===== src/rtl/if_pkg.sv =====
// Shared definitions for the fetch-stage program counter.
//   pc_state_e      : PC sequencer state (BOOT hold-off, RUN)
//   DEF_* constants : default width, vectors, increment and boot hold-off
package if_pkg;

  typedef enum logic {
    ST_BOOT = 1'b0,
    ST_RUN  = 1'b1
  } pc_state_e;

  localparam int unsigned DEF_PC_WIDTH     = 32;
  localparam logic [31:0] DEF_RESET_VECTOR = 32'hBFC0_0000;
  localparam logic [31:0] DEF_EXC_VECTOR   = 32'hBFC0_0380;
  localparam int unsigned DEF_PC_INC       = 4;
  localparam int unsigned DEF_BOOT_WAIT    = 2;

endpackage


===== src/rtl/if_pc_next_sel.sv =====
// Combinational priority select of the next PC and the pending-redirect latch.
// Priority: exception > eret > branch > jump > pending replay > sequential > hold.
//   i_pc, i_pc_seq        : current PC and PC + increment
//   i_stall               : hazard stall
//   i_exception, i_eret   : trap entry / return (override stall)
//   i_epc                 : eret target
//   i_branch, i_br_tgt    : branch redirect
//   i_jump, i_jmp_tgt     : jump redirect
//   i_pend, i_pend_tgt    : current pending latch
//   o_next_pc             : PC for the next edge
//   o_next_pend(_tgt)     : pending latch for the next edge
module if_pc_next_sel #(
  parameter int unsigned           PC_WIDTH   = 32,
  parameter logic [PC_WIDTH-1:0]   EXC_VECTOR = '0
) (
  input  logic [PC_WIDTH-1:0] i_pc,
  input  logic [PC_WIDTH-1:0] i_pc_seq,
  input  logic                i_stall,
  input  logic                i_exception,
  input  logic                i_eret,
  input  logic [PC_WIDTH-1:0] i_epc,
  input  logic                i_branch,
  input  logic [PC_WIDTH-1:0] i_br_tgt,
  input  logic                i_jump,
  input  logic [PC_WIDTH-1:0] i_jmp_tgt,
  input  logic                i_pend,
  input  logic [PC_WIDTH-1:0] i_pend_tgt,
  output logic [PC_WIDTH-1:0] o_next_pc,
  output logic                o_next_pend,
  output logic [PC_WIDTH-1:0] o_next_pend_tgt
);

  always_comb begin
    o_next_pc       = i_pc;
    o_next_pend     = i_pend;
    o_next_pend_tgt = i_pend_tgt;
    if (i_exception) begin
      o_next_pc   = EXC_VECTOR;
      o_next_pend = 1'b0;
    end else if (i_eret) begin
      o_next_pc   = i_epc;
      o_next_pend = 1'b0;
    end else if (i_branch) begin
      // A stalled redirect is parked; a newer one overwrites an older one.
      if (!i_stall) begin
        o_next_pc   = i_br_tgt;
        o_next_pend = 1'b0;
      end else begin
        o_next_pend     = 1'b1;
        o_next_pend_tgt = i_br_tgt;
      end
    end else if (i_jump) begin
      if (!i_stall) begin
        o_next_pc   = i_jmp_tgt;
        o_next_pend = 1'b0;
      end else begin
        o_next_pend     = 1'b1;
        o_next_pend_tgt = i_jmp_tgt;
      end
    end else if (i_pend && !i_stall) begin
      o_next_pc   = i_pend_tgt;
      o_next_pend = 1'b0;
    end else if (!i_stall) begin
      o_next_pc = i_pc_seq;
    end
  end

endmodule


===== src/rtl/if_pc_unit.sv =====
// Fetch-stage program counter with reset vector, boot hold-off, prioritised
// redirects, pending-redirect latch and misalignment flag.
//   Clk, Rst (async, active-high)
//   pc_stall, Exception, Eret/Epc, Branch_Taken/Branch_Target, Jump/Jump_Target
//   PC_IF (reg), PC_Plus4_IF (comb), PC_Valid (reg), Redirect_Pending (reg),
//   Misaligned (comb)
module if_pc_unit
  import if_pkg::*;
#(
  parameter int unsigned         PC_WIDTH     = DEF_PC_WIDTH,
  parameter logic [PC_WIDTH-1:0] RESET_VECTOR = PC_WIDTH'(DEF_RESET_VECTOR),
  parameter logic [PC_WIDTH-1:0] EXC_VECTOR   = PC_WIDTH'(DEF_EXC_VECTOR),
  parameter int unsigned         PC_INC       = DEF_PC_INC,
  parameter int unsigned         BOOT_WAIT    = DEF_BOOT_WAIT
) (
  input  logic                Clk,
  input  logic                Rst,
  input  logic                pc_stall,
  input  logic                Exception,
  input  logic                Eret,
  input  logic [PC_WIDTH-1:0] Epc,
  input  logic                Branch_Taken,
  input  logic [PC_WIDTH-1:0] Branch_Target,
  input  logic                Jump,
  input  logic [PC_WIDTH-1:0] Jump_Target,
  output logic [PC_WIDTH-1:0] PC_IF,
  output logic [PC_WIDTH-1:0] PC_Plus4_IF,
  output logic                PC_Valid,
  output logic                Redirect_Pending,
  output logic                Misaligned
);

  localparam int CNT_W = (BOOT_WAIT > 1) ? $clog2(BOOT_WAIT + 1) : 1;

  pc_state_e           r_state, w_state_next;
  logic [CNT_W-1:0]    r_cnt;
  logic [PC_WIDTH-1:0] r_pc, r_pend_tgt;
  logic                r_valid, r_pend;
  logic [PC_WIDTH-1:0] w_pc_seq, w_next_pc, w_next_pend_tgt;
  logic                w_next_pend, w_run, w_boot_dec;

  // Carry out of the increment is dropped, so the PC wraps to zero.
  assign w_pc_seq = r_pc + PC_WIDTH'(PC_INC);

  if_pc_next_sel #(
    .PC_WIDTH   (PC_WIDTH),
    .EXC_VECTOR (EXC_VECTOR)
  ) u_next_sel (
    .i_pc            (r_pc),
    .i_pc_seq        (w_pc_seq),
    .i_stall         (pc_stall),
    .i_exception     (Exception),
    .i_eret          (Eret),
    .i_epc           (Epc),
    .i_branch        (Branch_Taken),
    .i_br_tgt        (Branch_Target),
    .i_jump          (Jump),
    .i_jmp_tgt       (Jump_Target),
    .i_pend          (r_pend),
    .i_pend_tgt      (r_pend_tgt),
    .o_next_pc       (w_next_pc),
    .o_next_pend     (w_next_pend),
    .o_next_pend_tgt (w_next_pend_tgt)
  );

  always_ff @(posedge Clk or posedge Rst) begin
    if (Rst) r_state <= ST_BOOT;
    else     r_state <= w_state_next;
  end

  // The boot edge that moves the count from 1 to 0 is the one that enters RUN;
  // a zero hold-off therefore enters RUN on the first edge after release.
  always_comb begin
    w_state_next = r_state;
    case (r_state)
      ST_BOOT: if (r_cnt <= CNT_W'(1)) w_state_next = ST_RUN;
      ST_RUN:  w_state_next = ST_RUN;
      default: w_state_next = ST_BOOT;
    endcase
  end

  always_comb begin
    w_run      = (r_state == ST_RUN);
    w_boot_dec = (r_state == ST_BOOT) && (r_cnt != '0);
  end

  always_ff @(posedge Clk or posedge Rst) begin
    if (Rst) begin
      r_pc       <= RESET_VECTOR;
      r_valid    <= 1'b0;
      r_pend     <= 1'b0;
      r_pend_tgt <= '0;
      r_cnt      <= CNT_W'(BOOT_WAIT);
    end else begin
      r_valid <= (w_state_next == ST_RUN);
      if (w_boot_dec) r_cnt <= r_cnt - CNT_W'(1);
      if (w_run) begin
        r_pc       <= w_next_pc;
        r_pend     <= w_next_pend;
        r_pend_tgt <= w_next_pend_tgt;
      end
    end
  end

  assign PC_IF            = r_pc;
  assign PC_Plus4_IF      = w_pc_seq;
  assign PC_Valid         = r_valid;
  assign Redirect_Pending = r_pend;
  assign Misaligned       = |r_pc[1:0];

endmodule


===== config.mk =====
export PLATFORM = sky130hd
export DESIGN_NAME = if_pc_unit
export DESIGN_NICKNAME = d
export VERILOG_FILES = /design/src/rtl/if_pkg.sv /design/src/rtl/if_pc_next_sel.sv /design/src/rtl/if_pc_unit.sv
export SDC_FILE = /design/constraint.sdc
export NUM_CORES = 1
export LEC_CHECK = 0
export BUFFER_PORTS_ARGS = -buffer_cell sky130_fd_sc_hd__buf_2
export CORE_UTILIZATION = 48
export CTS_BUF_LIST = sky130_fd_sc_hd__clkbuf_16
export DETAILED_ROUTE_END_ITERATION = 16
export PLACE_DENSITY = 0.77
export RECOVER_POWER = 100
export SLEW_MARGIN = 0
export SYNTH_ARGS = -nofsm -noshare
export SYNTH_HDL_FRONTEND = slang
export SYNTH_SLANG_ARGS = --single-unit

===== constraint.sdc =====
create_clock -name Clk -period 4.85 [get_ports Clk]
set_input_delay 0.97 -clock Clk [delete_from_list [all_inputs] [get_ports Clk]]
set_output_delay 0.97 -clock Clk [all_outputs]
set_load 0.05 [all_outputs]

==> flow_summary.json <==
{
  "status": "complete, but fails checks",
  "violations": "capacitance limit, slew limit",
  "numClockSinks": 68,
  "drive_gt1_frac": 0.1971,
  "maxCapViolations": 2,
  "cts-root-buf": "clkbuf_16",
  "syn_avg_cell_area_um2": 8.137,
  "min_path_type": "reg2reg",
  "cts_tree": "done",
  "post-cts-setup-buffer-count": 0,
  "fin_hold_ws_ns": 0.5332,
  "fin_crit_sh": 0.8098,
  "pwr-share-comb": 0.280,
  "timing.rr.start": "PC_Valid$_DFF_PP0_",
  "worstSetupPathType": "reg2out",
  "crit_fanout": 7,
  "routed_wl_mm": 17.92,
  "tns_ns": 0,
  "grt_max_degree": 51,
  "synth.area.top_cells": "dfrtp_1, mux2i_1, nor2_1",
  "gp_congestion": 0.9522,
  "ys_ff_latch": 68,
  "arrival_ns": 2.96,
  "dieArea_mm2": 0.01075,
  "drtAntennaViolNets": 0,
  "internal_power_mw": 1.262,
  "clk_latency_ns": 0.33,
  "drtPass1Iterations": 5,
  "r2r_cells": 5,
  "start_kind": "register",
  "hp-start": "r_pend_tgt[4]$_DFFE_PP0P_",
  "critPathRequiredTime_ns": 3.88,
  "clkPwrFrac": 0.354,
  "die_w_um": 103.7,
  "antenna_found_initial": 0,
  "r2r_end": "r_pend_tgt[3]$_DFFE_PP0P_",
  "overflow": 0,
  "coreArea_mm2": 0.009910,
  "die_y_um": 103.7,
  "fmax_mhz": 254.6,
  "cts_resized": 0,
  "synth_edf_count": 0,
  "via_count": 5579,
  "clockBufferDepth": 2,
  "synth_top_area_share": 0.2924,
  "tightest_slew_ns": 1.771,
  "cts_buffers": 9,
  "wire_per_inst_um": 20.15,
  "skew_ns": 0.004316,
  "min_delay_path_depth": 2,
  "fin_crit_ns": 3.928,
  "n_fill_cell": 950,
  "htreeDepth": 3,
  "regToRegSetupSlack_ns": 2.33,
  "rsz0062_at_grt": "false",
  "synth_top_area_cell": "dfrtp_1",
  "async_flop_share": 1.000,
  "area_delta_synth_final_pct": 21.38,
  "grt_usage": 0.3309,
  "sequentialPowerShare": 0.365,
  "hold_viol_final": 0,
  "timing.hold.worst_endpoint": "r_pend_tgt[4]$_DFFE_PP0P_",
  "hold_buffers": 0,
  "grt_pass1_wl_mm": 28.24,
  "initial_core_util": 0.5009,
  "grt_pass1_vias": 5341,
  "p_leak_nw": 2.558,
  "syn-instance-count": 610,
  "vias_per_cell": 6.276,
  "num_rows": 36,
  "yosysSeqAreaShare": 0.3453,
  "power_switching_mw": 0.7432,
  "netlist_area_mm2": 0.004964,
  "numPortBuffers": 169,
  "p_per_area_mw_per_mm2": 332.9,
  "hpwl_mm": 12.78,
  "finalSetupViolCount": 0,
  "drc_errors": 0,
  "yosys_warnings": 0,
  "fin_nets": 857,
  "first_iter_violations": 676,
  "clk_pin_slew_ns": 0.06,
  "crit_path_end_kind": "primary output",
  "ios": 170,
  "syn_nets": 716,
  "antenna_cells": 0,
  "swShare": 0.3706,
  "ys_types": 68,
  "slew_headroom": -0.1809,
  "synth-main-ff-cell": "dfrtp_1",
  "peakVddDrop_uv": 186.6,
  "drv_slew": 71
}
worst max-delay path, stage by stage (launching register included):
cell	delay [ns]
dfrtp_1	0.50
ha_1	0.25
and3_1	0.20
nand4_1	0.32
nor4_1	0.69
xnor2_1	0.18
clkbuf_1	0.48
worst max-delay path by stage:
stage / startpoint / endpoint / cells past startpoint
after global placement: PC_IF[2]$_DFFE_PP0P_ / PC_Plus4_IF[28] / 6
after floorplan: PC_IF[6]$_DFFE_PP0P_ / PC_Plus4_IF[25] / 5
after CTS: PC_IF[2]$_DFFE_PP0P_ / PC_Plus4_IF[28] / 6
after global routing: Rst / PC_IF[6]$_DFFE_PP0P_ / 3
after detailed placement: Branch_Taken / PC_IF[25]$_DFFE_PP1P_ / 7
final: PC_IF[2]$_DFFE_PP0P_ / PC_Plus4_IF[28] / 6
placed cells by master (no fill, tap or decap), drive strengths merged, types with 4 or more instances in the layout:
cell type,netlist,layout
a211oi,7,7
a21oi,50,50
a221o,4,4
a22o,7,7
a31oi,16,16
and2,7,7
and3,11,11
and4,5,5
buf,14,108
clkbuf,32,77
dfrtp,58,58
dfstp,10,10
inv,14,14
mux2i,31,31
nand2,52,52
nand2b,9,9
nand3,27,27
nand4,11,11
nor2,71,71
nor2b,4,4
nor3,19,19
o211ai,6,6
o21a,9,9
o21ai,34,34
o221ai,5,5
o22ai,9,9
o31ai,9,9
or2,7,7
or3,4,4
xnor2,19,19
routing by layer:
layer / vias up / track usage / part of all wire
met2: 385 / 0.5153 / 0.45
met5: - / 0 / 0
met1: 2603 / 0.4642 / 0.42
li1: 2529 / - / -
met3: 62 / 0.03965 / 0.097
met4: 0 / 0.1429 / 0.031
power groups by stage:
| stage | combinational [mW] | sequential, mW | clock (mW) |
|---|---|---|---|
| finish | 0.562 | 0.732 | 0.710 |
| global route | 0.598 | 0.741 | 0.738 |
| CTS | 0.571 | 0.729 | 0.710 |
| detailed placement | 0.569 | 0.738 | 0 |
| global placement | 0.560 | 0.732 | 0 |
| floorplan | 0.332 | 0.798 | 0 |
state kept, by name, summed over array words and instances, names as in the netlist:
signal            flops
Redirect_Pending      1
PC_IF                32
PC_Valid              1
r_cnt                 2
r_pend_tgt           32
layout make-up:
class                      instances  area, um^2  share of cell area
clock buffer                       9       225.2             0.03738
multi-input combinational        482        2964              0.4920
sequential                        68        1714              0.2845
inverter                          14       52.55            0.008723
timing repair buffer             176       810.8              0.1346
tap                              133       166.4             0.02762
clock inverter                     7       91.34             0.01516
through the flow:
step / setup WS (ns) / instances / cell area [um^2] / utilization / power, mW
floorplan: 1.058 / 610 / 4964 / - / 1.130
global placement: 1.569 / 873 / 5818 / 0.5871 / 1.292
detailed placement: 1.506 / 873 / 5818 / 0.5871 / 1.307
CTS: 1.167 / 889 / 6135 / 0.6191 / 2.010
global route: 0.7273 / 889 / 6025 / 0.6080 / 2.077
finish: 0.9224 / 889 / 6025 / 0.6080 / 2.005
cells in the mapped netlist (3+ instances only):
master / number
inv_1: 14
buf_6: 3
or3_1: 3
o221ai_1: 5
buf_1: 7
o21ai_0: 34
a22o_1: 6
clkbuf_1: 31
o22ai_1: 9
nor3_1: 19
nor2b_1: 4
o211ai_1: 6
a221o_1: 4
o221a_2: 3
or2_2: 5
nand3_1: 26
a21oi_1: 50
nand4_1: 9
a21o_1: 3
and4_1: 4
nor2_1: 71
and3_1: 11
xnor2_1: 19
dfrtp_1: 58
buf_4: 3
o311ai_0: 3
a32oi_1: 3
and2_1: 7
o31ai_1: 9
ha_1: 3
mux2i_1: 31
a211oi_1: 7
o21a_1: 9
xor2_1: 3
a31oi_1: 16
nand2_1: 52
dfstp_2: 10
nand2b_1: 9
cells by family after synthesis:
| group | after synthesis | share of synthesized area |
|---|---|---|
| AOI/OAI and AO/OA | 188 | 0.2496 |
| xor gates and xnor gates | 22 | 0.03882 |
| adders and majority gates | 3 | 0.007563 |
| buffers and inverters | 60 | 0.05445 |
| DFF | 68 | 0.3453 |
| muxes | 31 | 0.06252 |
| and+or+nand+nor | 238 | 0.2417 |
Power figures use the tool's default switching activity.
